### src/rtl/button_debouncer.sv
// Push-button debouncer: two-flop synchronizer feeding a four-state debounce FSM with registered outputs.
// Define BTN_LONG_PRESS_EN to add the btn_long output and its held-press counter.
module button_debouncer #(
  parameter int DEBOUNCE_CYCLES = 1000000,
  parameter int CNT_W           = 20,
  parameter int LONG_CYCLES     = 100000000,
  parameter int LONG_W          = 27
) (
  input  logic clk,
  input  logic rst,
  input  logic btn_raw,
  output logic btn_clean,
  output logic btn_level
`ifdef BTN_LONG_PRESS_EN
  ,
  output logic btn_long
`endif
);

  typedef enum logic [1:0] {
    IDLE,
    PRESS_WAIT,
    PRESSED,
    RELEASE_WAIT
  } state_t;

  localparam logic [CNT_W-1:0] DB_MAX = CNT_W'(DEBOUNCE_CYCLES - 1);

  if (DEBOUNCE_CYCLES < 2 ||
      longint'(DEBOUNCE_CYCLES) > (longint'(1) << CNT_W) - 1) begin : g_bad_debounce
    $error("DEBOUNCE_CYCLES out of range for CNT_W");
  end

  if (LONG_CYCLES < 2 ||
      longint'(LONG_CYCLES) > (longint'(1) << LONG_W) - 1) begin : g_bad_long
    $error("LONG_CYCLES out of range for LONG_W");
  end

  logic sync_meta;
  logic sync;

  // NOTE: sequential state uses non-blocking assignments so every flop samples pre-edge values.
  always_ff @(posedge clk or posedge rst) begin
    if (rst) begin
      sync_meta <= 1'b0;
      sync      <= 1'b0;
    end else begin
      sync_meta <= btn_raw;
      sync      <= sync_meta;
    end
  end

  state_t           state, state_d;
  logic [CNT_W-1:0] count, count_d;
  logic             clean_d, level_d;

  // NOTE: every variable gets a default first so no path through the case can infer a latch.
  always_comb begin
    state_d = state;
    count_d = count;
    clean_d = 1'b0;
    level_d = btn_level;
    case (state)
      IDLE: begin
        if (sync) begin
          state_d = PRESS_WAIT;
          count_d = '0;
        end
      end
      PRESS_WAIT: begin
        if (!sync) begin
          state_d = IDLE;
          count_d = '0;
        end else if (count == DB_MAX) begin
          state_d = PRESSED;
          count_d = '0;
          level_d = 1'b1;
          clean_d = 1'b1;
        end else begin
          count_d = count + CNT_W'(1);
        end
      end
      PRESSED: begin
        if (!sync) begin
          state_d = RELEASE_WAIT;
          count_d = '0;
        end
      end
      RELEASE_WAIT: begin
        if (sync) begin
          state_d = PRESSED;
          count_d = '0;
        end else if (count == DB_MAX) begin
          state_d = IDLE;
          count_d = '0;
          level_d = 1'b0;
        end else begin
          count_d = count + CNT_W'(1);
        end
      end
      default: begin
        state_d = IDLE;
        count_d = '0;
      end
    endcase
  end

  always_ff @(posedge clk or posedge rst) begin
    if (rst) begin
      state     <= IDLE;
      count     <= '0;
      btn_clean <= 1'b0;
      btn_level <= 1'b0;
    end else begin
      state     <= state_d;
      count     <= count_d;
      btn_clean <= clean_d;
      btn_level <= level_d;
    end
  end

`ifdef BTN_LONG_PRESS_EN
  localparam logic [LONG_W-1:0] LONG_MAX = LONG_W'(LONG_CYCLES - 1);

  logic [LONG_W-1:0] long_cnt, long_cnt_d;
  logic              long_fired, long_fired_d;
  logic              long_d;

  // Only a fresh press restarts the hold timer; a glitch back from RELEASE_WAIT keeps timing the same press.
  always_comb begin
    long_cnt_d   = long_cnt;
    long_fired_d = long_fired;
    long_d       = 1'b0;
    if (state == PRESS_WAIT && state_d == PRESSED) begin
      long_cnt_d   = '0;
      long_fired_d = 1'b0;
    end else if (state == PRESSED || state == RELEASE_WAIT) begin
      if (long_cnt == LONG_MAX) begin
        if (!long_fired) begin
          long_d       = 1'b1;
          long_fired_d = 1'b1;
        end
      end else begin
        long_cnt_d = long_cnt + LONG_W'(1);
      end
      if (state_d == IDLE) begin
        long_cnt_d   = '0;
        long_fired_d = 1'b0;
      end
    end
  end

  always_ff @(posedge clk or posedge rst) begin
    if (rst) begin
      long_cnt   <= '0;
      long_fired <= 1'b0;
      btn_long   <= 1'b0;
    end else begin
      long_cnt   <= long_cnt_d;
      long_fired <= long_fired_d;
      btn_long   <= long_d;
    end
  end
`endif

endmodule

### config.mk
export PLATFORM = sky130hd
export DESIGN_NAME = button_debouncer
export DESIGN_NICKNAME = d
export VERILOG_FILES = /design/src/rtl/button_debouncer.sv
export SDC_FILE = /design/constraint.sdc
export NUM_CORES = 1
export LEC_CHECK = 0
export CAP_MARGIN = 20
export CORE_UTILIZATION = 45
export CTS_CLUSTER_SIZE = 30
export DETAILED_ROUTE_END_ITERATION = 7
export PLACE_DENSITY_LB_ADDON = 0.25
export SYNTH_ARGS = -nofsm -noshare
export SYNTH_HDL_FRONTEND = slang
export SYNTH_SLANG_ARGS = --single-unit
### constraint.sdc
create_clock -name clk -period 2.1 [get_ports clk]
set_input_delay 0.42 -clock clk [delete_from_list [all_inputs] [get_ports clk]]
set_output_delay 0.42 -clock clk [all_outputs]
set_load 0.05 [all_outputs]
==> run metrics, run 1 <==
status=completed; Seq/Total Area, Yosys=0.458; post-synth top area share=0.458; period utilisation layout=0.958; number of global-route vias before repair=approximately 1200; DR pass1 iterations=4; Final Hold Vio Count=0; ys async rst share=1.00; # rows=20; post-synth cell types=39; DR iter-0 viols=34; largest net degree at the start of global routing=27; worst setup margin=between 80 and 90 ps; Die H=around 58 um; EDFF count, synth=0; Crit Path Max Fanout=14; power share of the clock group=0.378; GRT overflow=0; Hold Path Class=flop to flop; CP Capture Type=flop; syn nets=~160; Fill cells=270; ant diodes=0; final setup fails=0; Initial Util=0.469; P_sw=between 150 and 200 uW; IO Count=5; top post-synthesis cells by area=dfrtp_1 46%, nand2_1 5.8%, nand3_1 4.2%; actual slew at the worst max-slew pin=a little over 600 ps; GR Util All Layers=0.203; max incr delay on CP=570 ps; port buffer count=4; Die X=between 50 and 60 um; Post-Place Setup Slack=around 110 ps; post-synthesis register bit count=26; Worst Setup Start Kind=flop; top cells by count, synth=26 x dfrtp_1, 22 x nand2_1, 12 x nand3_1, 10 x o21ai_0, 8 x nor2_1; CTS tree=built; max-cap violations=0; insertion delay of the later-clocked pin in the worst-skew pair=between 300 and 400 ps; Num Clock Sinks=26; Clock Pin Slew Worst Setup and Hold Paths=~150 ps; CORE AREA=3030 um2; Mapped Area=around 1400 um2; nets=between 150 and 200; Rel. slew slack=0.588; crit-path most repeated cell=a21o_1; overall routed net length=just under 3000 um; CTS buffer count=3; area growth from synthesis to layout=12.2%; IR drop worst, VDD=approximately 250 uV; worst-path cell chain=or4b_4 -> nor4_4 -> a21oi_2 -> a21o_1 -> a21o_1; WS Path Type=flop to flop; Via-to-Cell Ratio=about 5.8; clk_skew=between 5 and 6 ps; first-pass GRT wire length=5280 um; Clock Root Buffer=clkbuf_4; routed length per instance=between 10 and 15 um; Flop pwr share=0.561; footprint of the multi-input gates=slightly above 700 um2; Syn Inst Count=approximately 150; RSZ-0062 raised after global routing=true; worst reg-to-reg setup slack=90 ps; Logic pwr share=0.061; ANT nets after route=0; Final min period=a little over 2000 ps; H-tree depth=1; # DRC=0; Post-synth top flop=dfrtp_1; Pint=721 uW; Clock Path Buffers=2; pwr/cell area=575 nW/um2; syn avg cell area=9.34 um2; initial antenna violation count=0; slowest CP cell=or4b_4; Switching Share=0.213; Top delay family on crit path=simple AND/OR/NAND/NOR gates; die area=3380 um2; Post-Layout Cell Count=~210; Pleak=0.699 nW; Synth area leader=dfrtp_1; Placed Instances=a little over 200; count leader, synth=dfrtp_1; Ys Warns=0; max-slew violations=0; # Post-CTS Setup Buffers=0; vias=around 1200; DP HPWL=between 2000 and 2500 um; fmax=roughly 0.5 GHz; Worst EP arrival=2240 ps; CP bufs+invs=0; WP data required=between 2000 and 2500 ps; layout cells sized above 1=0.141; Reg area=651 um2; GP Congestion=roughly 0.85
routing by layer:
| metal | vias up | track usage | routed length (um) |
|---|---|---|---|
| met5 | - | 0 | 0 |
| met4 | 0 | 0.0748 | 19 |
| met3 | 2 | 0.0201 | 137 |
| met2 | 30 | 0.343 | 1420 |
| met1 | 581 | 0.271 | 1330 |
| li1 | 580 | - | - |
final timing paths:
| check | endpoint | cells past startpoint | startpoint |
|---|---|---|---|
| max reg2reg | count[8] | 5 | count[7] |
| min in group asynchronous | btn_clean | 3 | rst |
| max | count[8] | 5 | count[7] |
| max in group asynchronous | count[10] | 3 | rst |
| min | sync | 0 | sync_meta |
| min reg2reg | sync | 0 | sync_meta |
state kept, by name, indices dropped and copies added, names as in the netlist, named ones only:
signal and flops:
count 20, state 1, sync_meta 1, btn_level 1
btn_clean 1, sync 1
final cells by class:
| class | instances | share of cell area |
|---|---|---|
| Multi-Input combinational cell | 118 | 0.452 |
| Sequential cell | 26 | 0.408 |
| Timing Repair Buffer | 13 | 0.0675 |
| Tap cell | 44 | 0.0345 |
| Clock inverter | 1 | 0.0188 |
| Clock buffer | 3 | 0.0141 |
| Inverter | 2 | 0.00471 |
per-stage QoR:
stage / setup TNS (ps) / total power, mW / util / instance area, um2 / hold slack, ps
after global placement: 0 / 0.578 / 0.509 / 1540 / 332
final: 0 / 0.916 / 0.526 / 1590 / 366
after global routing: -29.7 / 0.960 / 0.526 / 1590 / 375
after detailed placement: 0 / 0.580 / 0.509 / 1540 / 336
after floorplan: 0 / 0.564 / - / 1420 / 331
after CTS: 0 / 0.931 / 0.526 / 1590 / 370
cell families after synthesis:
group | synth area share
AOI/OAI and AO/OA | 0.205
xor gates and xnor gates | 0.0123
adders and majority gates | 0.00881
buffers and inverters | 0.0344
DFF | 0.458
muxes | 0.0141
and+or+nand+nor | 0.267
layout by cell type, fill, tap and decap left out, types with 5 or more instances in the layout:
cell	count
a21o_1	5
a21oi_1	6
a31oi_1	6
buf_4	9
dfrtp_1	26
nand2_1	22
nand3_1	12
nor2_1	8
nor3_1	5
o21ai_0	10
timing repair:
action,in CTS,in global routing
hold buffers,0,0
gates resized for setup,0,0
endpoints found under the setup margin,0,2
power groups by stage:
| stage | clock network, mW | logic, mW | registers [mW] |
|---|---|---|---|
| global placement | 0 | 0.0553 | 0.523 |
| CTS | 0.360 | 0.0571 | 0.514 |
| floorplan | 0 | 0.0427 | 0.522 |
| finish | 0.346 | 0.0559 | 0.514 |
| detailed placement | 0 | 0.0568 | 0.523 |
| global route | 0.381 | 0.0644 | 0.515 |
Power figures use the tool's default switching activity.
==> inputs of run 2 (changes only) <==
--- a/config.mk
+++ b/config.mk
@@ -10,6 +10,7 @@
 export CTS_CLUSTER_SIZE = 30
 export DETAILED_ROUTE_END_ITERATION = 7
 export PLACE_DENSITY_LB_ADDON = 0.25
+export SLEW_MARGIN = 10
 export SYNTH_ARGS = -nofsm -noshare
 export SYNTH_HDL_FRONTEND = slang
 export SYNTH_SLANG_ARGS = --single-unit
==> results of run 2 <==
Same layout as run 1: the final DEF is identical, and so are final timing and power.
==> inputs of run 3 (changes only) <==
--- a/config.mk
+++ b/config.mk
@@ -6,9 +6,11 @@
 export NUM_CORES = 1
 export LEC_CHECK = 0
 export CAP_MARGIN = 20
-export CORE_UTILIZATION = 45
+export CORE_MARGIN = 2
+export CORE_UTILIZATION = 30
 export CTS_CLUSTER_SIZE = 30
 export DETAILED_ROUTE_END_ITERATION = 7
+export HOLD_SLACK_MARGIN = 0.08
 export PLACE_DENSITY_LB_ADDON = 0.25
 export SLEW_MARGIN = 10
 export SYNTH_ARGS = -nofsm -noshare
==> run 3 against run 2 <==
Effect of this change:
- clock skew increased by 2.2 ps
- clock-buffer cell count increased by 1
- cell count increased by 5.3%
- critical endpoint unchanged
==> run metrics, run 3 (synthesis gave the netlist of run 1 again) <==
Rel. slew slack=0.586 (-0.00247); first-pass GRT wire length=5250 um (-0.53%); DP HPWL=2200 um (+4.5%); Hold Path Depth=0 (unchanged); Die X=72.8 um (+25%); GRT overflow=0 (unchanged); WS Path Type=flop to flop; DR pass1 iterations=4 (unchanged); worst reg-to-reg setup slack=110 ps (+30 ps); total power=897 uW (-2.1%); routed length per instance=13.7 um (-2.2%); most common cell after layout, fill and taps aside=dfrtp_1; fmax=0.504 GHz (+1.3%); ANT nets after route=0 (unchanged); largest register by flop count=count; Initial Util=0.307 (-0.162); # DRC=0 (unchanged); Worst EP arrival=2160 ps (-80 ps); status=completed; Largest register FFs=20 (unchanged); period utilisation layout=0.945 (-0.0126); Die H=72.8 um (+25%); CTS tree=built; port buffer count=4 (unchanged); max-slew violations=0 (unchanged); Hold Crit Start=sync_meta; reg-to-reg startpoint=count[7]; Num Clock Sinks=26 (unchanged); IR drop worst, VDD=204 uV (-17%); Clock Path Buffers=2 (unchanged); Via-to-Cell Ratio=5.20 (-9.7%); Hold Path Sink=sync; nets=169 (+0.60%); DR iter-0 viols=70 (+110%); layout cells sized above 1=0.152 (+0.0113); max-cap violations=0 (unchanged); final setup fails=0 (unchanged); Fill cells=483 (+79%); placed standard-cell area=1560 um2 (+1.3%); actual slew at the worst max-slew pin=617 ps (-1.04 ps); Worst Setup Start Kind=flop; overall routed net length=2990 um (+3.0%); IO Count=5 (unchanged); Pleak=0.702 nW (+0.42%); insertion delay of the later-clocked pin in the worst-skew pair=270 ps (-50 ps); commonest cells after routing, fill and taps aside=26 x dfrtp_1, 22 x nand2_1, 12 x nand3_1; CTS buffer count=3 (unchanged); area growth from synthesis to layout=14.0%; pwr/cell area=554 nW/um2 (-3.6%); RSZ-0062 raised after global routing=false; largest net degree at the start of global routing=27 (unchanged); Hold Path Class=flop to flop; vias=1134 (-4.9%); H-tree depth=1 (unchanged); ant diodes=0 (unchanged); GR Util All Layers=0.129 (-0.0746); post-route cell area=1620 um2 (+1.6%); WP data required=2270 ps (-60 ps); # hold bufs at CTS=0 (unchanged); number of global-route vias before repair=1100 (-5.6%); Final Hold Vio Count=0 (unchanged); Clock Root Buffer=clkbuf_8; Placed Instances=214 (+5.4%); Clock Pin Slew Worst Setup and Hold Paths=90 ps (-60 ps); die area=5300 um2 (+57%); worst r2r dst=count[8]; CORE AREA=4630 um2 (+53%); Post-Layout Cell Count=218 (+5.3%); worst r2r path cells=5 (unchanged); # rows=25 (+25%); Crit Path Max Fanout=14 (unchanged); CP Capture Type=flop; clk_skew=7.98 ps (+2.21 ps); GP Congestion=0.802 (-5.7%); Final min period=1990 ps (-26.4 ps); initial antenna violation count=0 (unchanged); Final TNS setup=0 ps (unchanged)
## run 3: what timing repair did
item / 4_1_cts / 5_1_grt
resized for setup: 0 / 2
setup buffers: 0 / 0
endpoints found under the setup margin: 0 / 3
## run 3: worst max-delay path by stage
stage          startpoint       end  slack (ps)  cells after the start
3_3_place_gp     count[7]  count[9]         170                      5
5_1_grt          count[7]  count[9]           6                      5
4_1_cts          count[7]  count[9]          90                      5
3_5_place_dp     count[7]  count[9]         110                      5
2_1_floorplan   count[12]  count[9]         280                      6
6_report         count[7]  count[8]         110                      5
## run 3: final cells by class
class	count	area, um2	area share
tap	54	67.6	0.0417
clock buffer	4	55.1	0.0340
multi-input combinational	118	723	0.447
inverter	2	7.51	0.00464
timing repair buffer	14	115	0.0711
sequential	26	651	0.402
## run 3: per-layer routing
layer	part of all wire	track usage	vias to the layer above
li1	-	-	583
met3	0.032	0.0373	2
met5	0	0	-
met4	0.0050	0.0370	0
met1	0.50	0.163	531
met2	0.47	0.213	18
## run 3: metrics by stage
stage / setup slack [ps] / util / hold WS (ps)
after floorplan: 277 / - / 331
after global placement: 171 / 0.337 / 339
after detailed placement: 105 / 0.337 / 341
after CTS: 86.5 / 0.349 / 371
after global routing: 5.98 / 0.350 / 375
final: 115 / 0.350 / 366
## run 3: where the power goes
part / switching, mW / internal, mW
Combinational: 0.0360 / 0.0223
Clock: 0.158 / 0.168
Sequential: 0.00710 / 0.506
## run 3: critical path, cell delays in order (launching register included)
cell and delay, ps:
dfrtp_1 440, or4b_4 570, nor4_4 250, a21oi_2 250, a21o_1 210, a21o_1 170
